$ cat src/rtl/uart_tx_mmio_if.sv
`default_nettype none
`timescale 1ns/1ps
// ============================================================================
// Module      : uart_tx_mmio_if
// Description : Store-path bus and serial-side signals of the memory-mapped
//               UART transmitter.
//               Master drives stores. Slave returns status, txd and busy.
// Revision    : 1.0 - initial release
// ============================================================================
interface uart_tx_mmio_if;
    logic        we;
    logic [31:0] addr;
    logic [31:0] wdata;
    logic [31:0] rdata;
    logic        txd;
    logic        busy;

    modport master (
        output we,
        output addr,
        output wdata,
        input  rdata,
        input  txd,
        input  busy
    );

    modport slave (
        input  we,
        input  addr,
        input  wdata,
        output rdata,
        output txd,
        output busy
    );
endinterface
`default_nettype wire

$ cat src/rtl/uart_tx_mmio.sv
`default_nettype none
`timescale 1ns/1ps
// ============================================================================
// Module      : uart_tx_mmio
// Description : Memory-mapped 8N1 UART transmitter.
//               A store to TX_ADDR queues a byte in a FIFO.
//               A store to STAT_ADDR with bit 2 set clears the sticky overflow flag.
//               A read of STAT_ADDR returns {overflow, full, busy}.
// Revision    : 1.0 - initial release
// ============================================================================
module uart_tx_mmio #(
    parameter int          CLKS_PER_BIT = 868,
    parameter int          FIFO_DEPTH   = 8,
    parameter logic [31:0] TX_ADDR      = 32'h0000_F000,
    parameter logic [31:0] STAT_ADDR    = 32'h0000_F004
) (
    input  logic          clk,
    input  logic          rst,
    uart_tx_mmio_if.slave bus
);

    localparam int c_BAUD_W = (CLKS_PER_BIT > 1) ? $clog2(CLKS_PER_BIT) : 1;
    localparam int c_PTR_W  = (FIFO_DEPTH > 1) ? $clog2(FIFO_DEPTH) : 1;
    localparam int c_CNT_W  = c_PTR_W + 1;
    localparam logic [c_BAUD_W-1:0] c_BAUD_LAST = c_BAUD_W'(CLKS_PER_BIT - 1);
    localparam logic [c_CNT_W-1:0]  c_DEPTH     = c_CNT_W'(FIFO_DEPTH);

    typedef enum logic [1:0] {
        ST_IDLE  = 2'd0,
        ST_START = 2'd1,
        ST_DATA  = 2'd2,
        ST_STOP  = 2'd3
    } state_t;

    // FIFO storage and bookkeeping
    logic [7:0]         r_mem [FIFO_DEPTH];
    logic [c_PTR_W-1:0] r_wr_ptr;
    logic [c_PTR_W-1:0] r_rd_ptr;
    logic [c_CNT_W-1:0] r_count;
    logic               r_overflow;

    // Serialiser state
    state_t              r_state;
    logic [c_BAUD_W-1:0] r_baud;
    logic [2:0]          r_bit_idx;
    logic [7:0]          r_shift;
    logic                r_txd;

    state_t              w_state_nxt;
    logic [c_BAUD_W-1:0] w_baud_nxt;
    logic [2:0]          w_bit_nxt;
    logic [7:0]          w_shift_nxt;
    logic                w_txd_nxt;
    logic                w_pop;

    logic w_push_req;
    logic w_clr_req;
    logic w_push;
    logic w_ovf_set;
    logic w_full;
    logic w_busy;

    assign w_push_req = bus.we && (bus.addr == TX_ADDR);
    assign w_clr_req  = bus.we && (bus.addr == STAT_ADDR) && bus.wdata[2];
    assign w_full     = (r_count == c_DEPTH);
    // A full FIFO still accepts a byte when the serialiser drains one in the same cycle.
    assign w_push     = w_push_req && (!w_full || w_pop);
    assign w_ovf_set  = w_push_req && !w_push;
    assign w_busy     = (r_state != ST_IDLE) || (r_count != '0);

    assign bus.busy  = w_busy;
    assign bus.txd   = r_txd;
    assign bus.rdata = (bus.addr == STAT_ADDR) ? {29'b0, r_overflow, w_full, w_busy} : 32'b0;

    // FIFO data write. The storage needs no reset because count gates every read.
    always_ff @(posedge clk) begin
        if (w_push) begin
            r_mem[r_wr_ptr] <= bus.wdata[7:0];
        end
    end

    // FIFO pointers, occupancy and the sticky overflow flag
    always_ff @(posedge clk) begin
        if (rst) begin
            r_wr_ptr   <= '0;
            r_rd_ptr   <= '0;
            r_count    <= '0;
            r_overflow <= 1'b0;
        end else begin
            if (w_push) begin
                r_wr_ptr <= r_wr_ptr + 1'b1;
            end
            if (w_pop) begin
                r_rd_ptr <= r_rd_ptr + 1'b1;
            end
            if (w_push && !w_pop) begin
                r_count <= r_count + 1'b1;
            end else if (w_pop && !w_push) begin
                r_count <= r_count - 1'b1;
            end
            // When a drop and a clear land in the same cycle, the drop is kept visible.
            if (w_ovf_set) begin
                r_overflow <= 1'b1;
            end else if (w_clr_req) begin
                r_overflow <= 1'b0;
            end
        end
    end

    // Serialiser state register. txd is registered so the line is glitch-free.
    always_ff @(posedge clk) begin
        if (rst) begin
            r_state   <= ST_IDLE;
            r_baud    <= '0;
            r_bit_idx <= '0;
            r_shift   <= '0;
            r_txd     <= 1'b1;
        end else begin
            r_state   <= w_state_nxt;
            r_baud    <= w_baud_nxt;
            r_bit_idx <= w_bit_nxt;
            r_shift   <= w_shift_nxt;
            r_txd     <= w_txd_nxt;
        end
    end

    // Serialiser next-state logic. txd_nxt is the line level for the cycle after the edge.
    always_comb begin
        w_state_nxt = r_state;
        w_baud_nxt  = r_baud;
        w_bit_nxt   = r_bit_idx;
        w_shift_nxt = r_shift;
        w_txd_nxt   = r_txd;
        w_pop       = 1'b0;
        case (r_state)
            ST_IDLE: begin
                w_txd_nxt = 1'b1;
                if (r_count != '0) begin
                    w_pop       = 1'b1;
                    w_shift_nxt = r_mem[r_rd_ptr];
                    w_baud_nxt  = '0;
                    w_state_nxt = ST_START;
                    w_txd_nxt   = 1'b0;
                end
            end
            ST_START: begin
                if (r_baud == c_BAUD_LAST) begin
                    w_baud_nxt  = '0;
                    w_bit_nxt   = 3'd0;
                    w_state_nxt = ST_DATA;
                    w_txd_nxt   = r_shift[0];
                end else begin
                    w_baud_nxt = r_baud + 1'b1;
                end
            end
            ST_DATA: begin
                if (r_baud == c_BAUD_LAST) begin
                    w_baud_nxt  = '0;
                    w_shift_nxt = {1'b0, r_shift[7:1]};
                    if (r_bit_idx == 3'd7) begin
                        w_state_nxt = ST_STOP;
                        w_txd_nxt   = 1'b1;
                    end else begin
                        w_bit_nxt = r_bit_idx + 3'd1;
                        w_txd_nxt = r_shift[1];
                    end
                end else begin
                    w_baud_nxt = r_baud + 1'b1;
                end
            end
            ST_STOP: begin
                if (r_baud == c_BAUD_LAST) begin
                    w_baud_nxt  = '0;
                    w_state_nxt = ST_IDLE;
                    w_txd_nxt   = 1'b1;
                end else begin
                    w_baud_nxt = r_baud + 1'b1;
                end
            end
            default: begin
                w_state_nxt = ST_IDLE;
                w_txd_nxt   = 1'b1;
            end
        endcase
    end

endmodule
`default_nettype wire

$ cat src/flat_wrapper.sv
// flat-port wrapper written by rule: the top's interface ports become plain ports
module uart_tx_mmio_flat 
#(
    parameter int          CLKS_PER_BIT = 868,
    parameter int          FIFO_DEPTH   = 8,
    parameter logic [31:0] TX_ADDR      = 32'h0000_F000,
    parameter logic [31:0] STAT_ADDR    = 32'h0000_F004
)
  (clk, rst, bus_we, bus_addr, bus_wdata, bus_rdata, bus_txd, bus_busy);
  uart_tx_mmio_if bus_i ();
  input  logic clk;
  input  logic rst;
  input wire logic [$bits(bus_i.we)-1:0] bus_we;
  input wire logic [$bits(bus_i.addr)-1:0] bus_addr;
  input wire logic [$bits(bus_i.wdata)-1:0] bus_wdata;
  output wire logic [$bits(bus_i.rdata)-1:0] bus_rdata;
  output wire logic [$bits(bus_i.txd)-1:0] bus_txd;
  output wire logic [$bits(bus_i.busy)-1:0] bus_busy;
  assign bus_i.we = bus_we;
  assign bus_i.addr = bus_addr;
  assign bus_i.wdata = bus_wdata;
  assign bus_rdata = bus_i.rdata;
  assign bus_txd = bus_i.txd;
  assign bus_busy = bus_i.busy;
  uart_tx_mmio #(.CLKS_PER_BIT(CLKS_PER_BIT), .FIFO_DEPTH(FIFO_DEPTH), .TX_ADDR(TX_ADDR), .STAT_ADDR(STAT_ADDR)) u_core (.clk(clk), .rst(rst), .bus(bus_i));
endmodule
$ cat config.mk
export PLATFORM = sky130hd
export DESIGN_NAME = uart_tx_mmio_flat
export DESIGN_NICKNAME = d
export VERILOG_FILES = /design/src/rtl/uart_tx_mmio_if.sv /design/src/rtl/uart_tx_mmio.sv /design/src/flat_wrapper.sv
export SDC_FILE = /design/constraint.sdc
export NUM_CORES = 1
export LEC_CHECK = 0
export CORE_UTILIZATION = 55
export CTS_CLUSTER_SIZE = 24
export DETAILED_ROUTE_END_ITERATION = 10
export GPL_TIMING_DRIVEN = 0
export PLACE_DENSITY = 0.85
export SYNTH_ARGS = -nofsm -noshare
export SYNTH_HDL_FRONTEND = slang
export SYNTH_SLANG_ARGS = --single-unit
$ cat constraint.sdc
create_clock -name clk -period 6.8 [get_ports clk]
set_input_delay 1.36 -clock clk [delete_from_list [all_inputs] [get_ports clk]]
set_output_delay 1.36 -clock clk [all_outputs]
set_load 0.02 [all_outputs]
* Word level (Yosys, flattened, before mapping)
Memories as Yosys holds them, arrays and structs flattened. A register that Yosys moved wholly into a read port is not among the register bits. Cells that the tools add are included.
Cells by class: reductions and logical operators 24, add/subtract/negate cells 6, mux-type cells 33, equal/unequal tests 14
Operator list (count):
- $eq A32 B16 Y1 const B | 2
- $mux W10 | 2
- $pmux W10 S2 | 1
- $mux W3 | 6
- $mux W8 | 2
- $pmux W8 S2 | 1
- $mux W1 | 11
- $add A10 B1 Y10 const B | 1
- $eq A10 B10 Y1 const B | 1
- $mux W2 | 5
- $ne A2 B1 Y1 const B | 5
- $reduce_bool A2 Y1 | 5
- $add A3 B1 Y3 const B | 3
- $mux W4 | 2
- $pmux W2 S4 | 1
- $logic_and A1 B1 Y1 | 7
- $pmux W3 S2 | 1
- $reduce_and A3 Y1 | 2
- $reduce_and A5 Y1 | 1
- $add A4 B1 Y4 const B | 1
- $eq A2 B2 Y1 const B | 2
- $eq A4 B4 Y1 const B | 1
- $pmux W1 S4 | 1
- $reduce_and A4 Y1 | 1
- other kinds (9) | 12
Word-level totals: register bits 35, input port bits 67, output and inout port bits 34, RAM bits 64, memories 1
Memories:
- u_core.r_mem | words 8, bits a word 8, read ports 1, clocked after memory_dff 1, wr ports 1, line uart_tx_mmio.sv:36 | logic [7:0] r_mem [FIFO_DEPTH];

* Depth between registers and ports, before layout
Gate-level depths: netlist (run 1).
depth in word-level cells 9, depth in mapped cells 12

* Least setup slack after synthesis (run 1)
No wires, ideal clock.
path type input to register, start input bus_addr[8], end register u_core.r_count[3], arrival time 3997 ps, path buffers 1, stages 11, setup slack 2682 ps, path through or4_4 -> nand4bb_4 -> a2111oi_2 -> buf_4 -> ha_1 -> inv_1 -> ha_1 -> a21o_1 -> a21oi_1 -> mux2i_1 -> mux2_2
Between the ends: cells in the longest elaborated chain, start to end 6
Ends and longest elaborated chain:
- start: declaration | line flat_wrapper.sv:14 | input wire logic [$bits(bus_i.addr)-1:0] bus_addr;
- $eq A32 B16 Y1 * | line uart_tx_mmio.sv:63 | assign w_push_req = bus.we && (bus.addr == TX_ADDR);
- $logic_and A1 B1 Y1 * | line uart_tx_mmio.sv:63
- $logic_and A1 B1 Y1 * | line uart_tx_mmio.sv:67 | assign w_push = w_push_req && (!w_full || w_pop);
- named net u_core.w_push | line uart_tx_mmio.sv:58 | logic w_push;
- $logic_not A1 Y1 | line uart_tx_mmio.sv:98 | end else if (w_pop && !w_push) begin
- $logic_and A1 B1 Y1 | line uart_tx_mmio.sv:98
- $reduce_bool A2 Y1 (no line)
- end signal: assignment | line uart_tx_mmio.sv:97 | r_count <= r_count + 1'b1;
- end signal: assignment | line uart_tx_mmio.sv:99 | r_count <= r_count - 1'b1;
- end: declaration | line uart_tx_mmio.sv:39 | logic [c_CNT_W-1:0] r_count;
Mark *: on every way through the listed nets, which the timed path passes. The rest lies on a longest branch. A chain may end at the register's enable or synchronous reset.

* Worst setup path after layout (run 1)
start input bus_addr[8], end output bus_rdata[1]
Between the ends: cells in the longest elaborated chain, start to end 2
Ends and longest elaborated chain:
- $eq A32 B16 Y1 | line uart_tx_mmio.sv:73 | assign bus.rdata = (bus.addr == STAT_ADDR) ? {29'b0, r_overflow, w_full, w_busy} : 32'b0;
- $mux W3 | line uart_tx_mmio.sv:73
- end: declaration | line flat_wrapper.sv:16 | output wire logic [$bits(bus_i.rdata)-1:0] bus_rdata;
No other way between the ends.

==> impl_metrics.yaml, run 1 <==
run_status:
  status: "finished, final reports clean"
flow_run:
  max_cap_viol_count: 0
setup_path:
  worstPathArrival_ns: 3.47
  start_kind: "primary input"
  cp-endpoint: "bus_rdata[1]"
  required_ns: 5.44
  end_kind: "output port"
  crit_type: "primary input to output port"
  r2r-end: "u_core.r_count[3]"
  setup.worst_path.start: "bus_addr[8]"
  crit_fanout: 3
  timing.rr.start: "u_core.r_count[0]"
  reg2reg_setup_slack_ns: 3.67
  rr_worst_depth: 10
drt:
  drtPass1Iterations: 4
  wl_per_cell_um: 15.99
  drc: 0
  vias: 3148
  antenna_left: 0
  drtIter0Drc: 182
  viasPerCell: 5.572
  wl_mm: 9.037
clocking:
  ctsResizeCount: 0
  cts_sinks: 102
  root_buffer: "clkbuf_8"
  ctsHoldBuffers: 0
  postCtsSetupRepairBufs: 0
  clk_path_buf_depth: 2
  clock_latency_ns: 0.37
  cts-buffers-inserted: 9
  htreeDepth: 3
  path_clk_slew_ns: 0.10
  cts_tree: "yes"
power:
  clockPowerShare: 0.217
  p_total_mw: 1.750
  power_frac_comb: 0.348
  max-vdd-ir-drop_v: 0.0001896
  power_switching_mw: 0.6252
  swShare: 0.3573
  p_per_area_mw_per_mm2: 306.3
  p_int_mw: 1.125
  power_leakage_nw: 2.061
  seqPwrFrac: 0.435
placement:
  dp_slack_ns: 1.975
  place_congestion: 0.8384
  dp_hpwl_mm: 6.737
  io_buffers: 47
  placed_cell_area_mm2: 0.005504
logic_synthesis:
  synth_common_cells: "edfxtp_1, dfxtp_1, buf_4, nor2_1, a21oi_1"
  yosys.cell_count.top_type: "edfxtp_1"
  synth_top_area_frac: 0.4006
  seq_area_frac_synth: 0.5592
  synth_cells: 369
  synth_area_per_cell_um2: 13.00
  async_flop_share: 0
  yosysWarnings: 0
  yosys_register_bits: 102
  synth-edff-count: 64
  ys_types: 63
  ys_top_cells_by_area: "edfxtp_1, dfxtp_1, mux4_2"
  yosysTopAreaCell: "edfxtp_1"
  ys.flop_type: "edfxtp_1"
  syn_area_mm2: 0.004797
final_layout:
  drive_above_1_share: 0.1696
  fillCellCount: 592
  design_area_mm2: 0.005713
  area_growth_pct: 19.09
  num-nets-final: 536
  post-route-util: 0.6850
  n_antenna_cell: 0
timing:
  slew_viol_final: 0
  rsz0062_at_grt: "no"
  finalSetupTns_ns: 0
  fin_crit_sh: 0.7101
  tightestPinTransition_ns: 0.7695
  max_freq_ghz: 0.2071
  setup_slack_ns: 1.971
  relSlewSlack: 0.4797
  fin_crit_ns: 4.829
  setup_violations: 0
  finalHoldViolations: 0
  clock_skew_ns: 0.01490
global_route:
  grt_usage: 0.2102
  grt_pass1_vias: 2998
  overflow: 0
  grt_pass1_wl_mm: 14.30
  antenna_found_initial: 0
  grt_max_degree: 22
die:
  std_cell_rows: 33
  start_util: 0.5752
  die_x_um: 95.39
  die-height_um: 95.39
  core_mm2: 0.008341
  ios: 101
  die_area_mm2: 0.009099
min_path:
  min_from: "u_core.r_bit_idx[2]"
  hp-class: "flip-flop to flip-flop"
-- per-stage QoR --
stage,cells,hold WS [ns]
floorplan,397,0.4356
global placement,549,0.4417
detailed placement,549,0.4554
CTS,565,0.4683
global route,565,0.4803
finish,565,0.4639
-- final cells by class --
| type | count | area [um^2] | share of cell area |
|---|---|---|---|
| buffer | 43 | 276.5 | 0.04840 |
| timing repair buffer | 47 | 470.5 | 0.08235 |
| inverter | 17 | 63.81 | 0.01117 |
| tap | 105 | 131.4 | 0.02300 |
| multi-input combinational | 235 | 1879 | 0.3290 |
| clock inverter | 7 | 85.08 | 0.01489 |
| sequential | 102 | 2683 | 0.4696 |
| clock buffer | 9 | 123.9 | 0.02168 |
-- logic make-up (layout without fill, tap and decap cells) --
kind of cell	after synthesis	in the layout	share of synthesized area
flops	102	102	0.5592
mux	24	24	0.09285
fa+ha+maj	14	14	0.03808
other cells	1	29	0.0007817
xor+xnor	12	12	0.02191
simple gates	99	99	0.1338
compound gates	57	57	0.08242
buf+inv	60	123	0.07094
-- state kept, by name, summed over array words and instances (netlist names), 2 cells and up, named ones only --
name,flops
u_core.r_rd_ptr,3
u_core.r_shift,8
u_core.r_state,2
u_core.r_bit_idx,3
u_core.r_baud,10
u_core.r_count,4
u_core.r_wr_ptr,3
u_core.r_mem,64
-- worst max-delay path, cell delays in order --
cell and delay [ns]:
clkdlybuf4s50_1 0.39, or4_4 0.53, nand4bb_4 0.22, nor2_1 0.17, and3_1 0.18, clkdlybuf4s50_1 0.61
-- power groups by stage --
stage	Sequential, mW	Combinational (mW)	Clock [mW]
2_1_floorplan	0.764	0.450	0
3_3_place_gp	0.770	0.584	0
3_5_place_dp	0.772	0.607	0
4_1_cts	0.760	0.608	0.388
5_1_grt	0.768	0.676	0.408
6_report	0.760	0.609	0.381
-- how the worst min path moves through the flow --
stage	to	slack, ns	cells after the start
3_3_place_gp	u_core.r_bit_idx[1]	0.44	2
2_1_floorplan	u_core.r_bit_idx[1]	0.44	2
3_5_place_dp	u_core.r_bit_idx[2]	0.46	2
6_report	u_core.r_bit_idx[2]	0.46	2
5_1_grt	u_core.r_bit_idx[2]	0.48	2
4_1_cts	u_core.r_bit_idx[2]	0.47	2
-- per-layer routing --
layer  global-route usage  routed length [um]
met5                    0                   0
met4              0.07214                 138
met3              0.04226                 488
met2               0.3577                4693
met1               0.2686                3716
-- placed cells by master, fill, tap and decap left out, types with 4 or more instances in the layout --
cell,n
clkbuf_8,9
nor4_1,4
inv_1,16
nand3_1,6
nand4_1,8
a21oi_1,18
mux2i_1,4
clkbuf_1,11
nor2_1,27
xnor2_1,10
a211oi_1,5
clkdlybuf4s50_1,47
and3_1,4
edfxtp_1,64
nand2b_1,5
a22o_1,7
buf_4,30
mux4_2,16
dfxtp_1,38
ha_1,13
nand2_1,12
conb_1,29
o22ai_1,7
No activity file was read; power rests on OpenSTA's default activity.
==> inputs of run 2 (changes only) <==
Settings changed: CORE_UTILIZATION 55 to 46, PLACE_DENSITY 0.85 to 0.76.
Clock period 6.8 ns to 3.9 ns, I/O delays scaled along.
==> run 2 against run 1 <==
  * Global-route usage decreased by 3.0 points
  * Register-to-register slack got worse by 3.1 ns
  * Power is 73% higher
  * Clock-buffer cell count stayed put
  * Die area grew 19%
  * Utilization decreased by 11 points
  * Largest cell class unchanged
==> impl_metrics.yaml, run 2 (synthesized netlist as in run 1, its figures left out) <==
drt:
  wl_per_cell_um: 15.48
  drtIter0Drc: 151
  drc: 0
  drtPass1Iterations: 5
  antenna_left: 0
  viasPerCell: 5.346
  vias: 3170
  wl_mm: 9.177
placement:
  dp_hpwl_mm: 6.657
  io_buffers: 47
  place_congestion: 0.8235
power:
  p_int_mw: 1.955
  seqPwrFrac: 0.435
  max-vdd-ir-drop_v: 0.0003083
  clockPowerShare: 0.213
  power_switching_mw: 1.079
  swShare: 0.3556
  power_frac_comb: 0.351
  p_per_area_mw_per_mm2: 528.1
  power_leakage_nw: 2.062
clocking:
  postCtsSetupRepairBufs: 0
  htreeDepth: 3
  ctsHoldBuffers: 0
  ctsResizeCount: 0
  cts_sinks: 102
  root_buffer: "clkbuf_8"
  path_clk_slew_ns: 0.10
  cts-buffers-inserted: 9
  clock_latency_ns: 0.38
  clk_path_buf_depth: 2
  cts_tree: "yes"
final_layout:
  post-route-util: 0.5772
  drive_above_1_share: 0.1696
  reg_top3: "u_core.r_mem x64, u_core.r_baud x10, u_core.r_shift x8"
  top_register: "u_core.r_mem"
  layout_commonest_cell: "edfxtp_1"
  final_cell_mix: "edfxtp_1, clkdlybuf4s50_1, dfxtp_1, buf_4, conb_1"
  n_antenna_cell: 0
  largest_register_ffs: 64
  area_growth_pct: 19.77
  num-nets-final: 536
global_route:
  antenna_found_initial: 0
  grt_pass1_vias: 3110
  overflow: 0
  grt_usage: 0.1804
  grt_max_degree: 21
  grt_pass1_wl_mm: 15.16
timing:
  finalHoldViolations: 0
  fin_crit_sh: 0.9632
  holdWs_ns: 0.4616
  finalSetupTns_ns: 0
  setup_violations: 0
  relSlewSlack: 0.3328
  clock_skew_ns: 0.01495
  max_freq_ghz: 0.2662
  fin_crit_ns: 3.756
  tightestPinTransition_ns: 0.9869
  slew_viol_final: 0
die:
  ios: 101
  die-height_um: 104.1
  core_mm2: 0.009955
  die_area_mm2: 0.01084
  die_x_um: 104.1
  start_util: 0.4819
  std_cell_rows: 36
flow_run:
  max_cap_viol_count: 0
setup_path:
  worstPathArrival_ns: 4.02
  crit_fanout: 10
  end_kind: "flip-flop"
  required_ns: 4.16
  crit_type: "primary input to flip-flop"
  start_kind: "primary input"
run_status:
  status: "finished, final reports clean"
min_path:
  hp-class: "flip-flop to flip-flop"
-- run 2: cell count changes in the layout (fill, tap and decap cells not counted), sizes merged --
cell,delta
clkinvlp,-1
inv,+1
-- run 2: path summary, 6_finish.rpt --
check                                      endpoint  slack (ns)                start  cells past startpoint
worst min-delay path            u_core.r_bit_idx[2]        0.46  u_core.r_bit_idx[2]                      2
worst max-delay path              u_core.r_count[3]        0.14          bus_addr[8]                     12
worst min register to register  u_core.r_bit_idx[2]        0.46  u_core.r_bit_idx[2]                      2
worst max register to register    u_core.r_count[3]        0.59    u_core.r_count[0]                     10
-- run 2: final cells by class --
class / count / area [um^2]
fill: 815 / 4209
inverter: 17 / 63.81
tap: 133 / 166.4
clock buffer: 9 / 123.9
multi-input combinational: 235 / 1892
timing repair buffer: 47 / 470.5
sequential: 102 / 2683
buffer: 43 / 276.5
clock inverter: 7 / 70.07
-- run 2: critical path, stage by stage --
cell             delay, ns
clkdlybuf4s50_1       0.40
or4_4                 0.53
nand4bb_4             0.23
a2111oi_4             0.35
buf_4                 0.23
ha_1                  0.18
inv_1                 0.10
ha_1                  0.28
a21o_1                0.17
a21oi_1               0.19
mux2i_1               0.22
mux2_2                0.35
-- run 2: routing by layer --
metal / part of all wire / vias to the layer above / GRT usage / wire [um]
li1: - / 1512 / - / -
met1: 0.42 / 1512 / 0.2231 / 3865
met2: 0.50 / 132 / 0.3043 / 4572
met3: 0.062 / 14 / 0.03697 / 570
met4: 0.018 / 0 / 0.08163 / 169
met5: 0 / - / 0 / 0
-- run 2: stage by stage --
stage | std cells | instance area [um^2] | total power [mW] | setup slack (ns)
after detailed placement | 577 | 5539 | 2.402 | -0.2578
after global placement | 577 | 5539 | 2.370 | -0.1766
after floorplan | 397 | 4902 | 2.116 | 0.3622
after global routing | 593 | 5746 | 3.232 | -0.002789
final | 593 | 5746 | 3.034 | 0.1435
after CTS | 593 | 5733 | 3.044 | 0.1357
-- run 2: power by group through the flow --
stage                     Clock (mW)  Combinational, mW  Sequential [mW]
after CTS                      0.659               1.06             1.32
after global routing           0.711               1.18             1.34
after detailed placement           0               1.06             1.34
after floorplan                    0              0.784             1.33
final                          0.648               1.07             1.32
after global placement             0               1.03             1.34
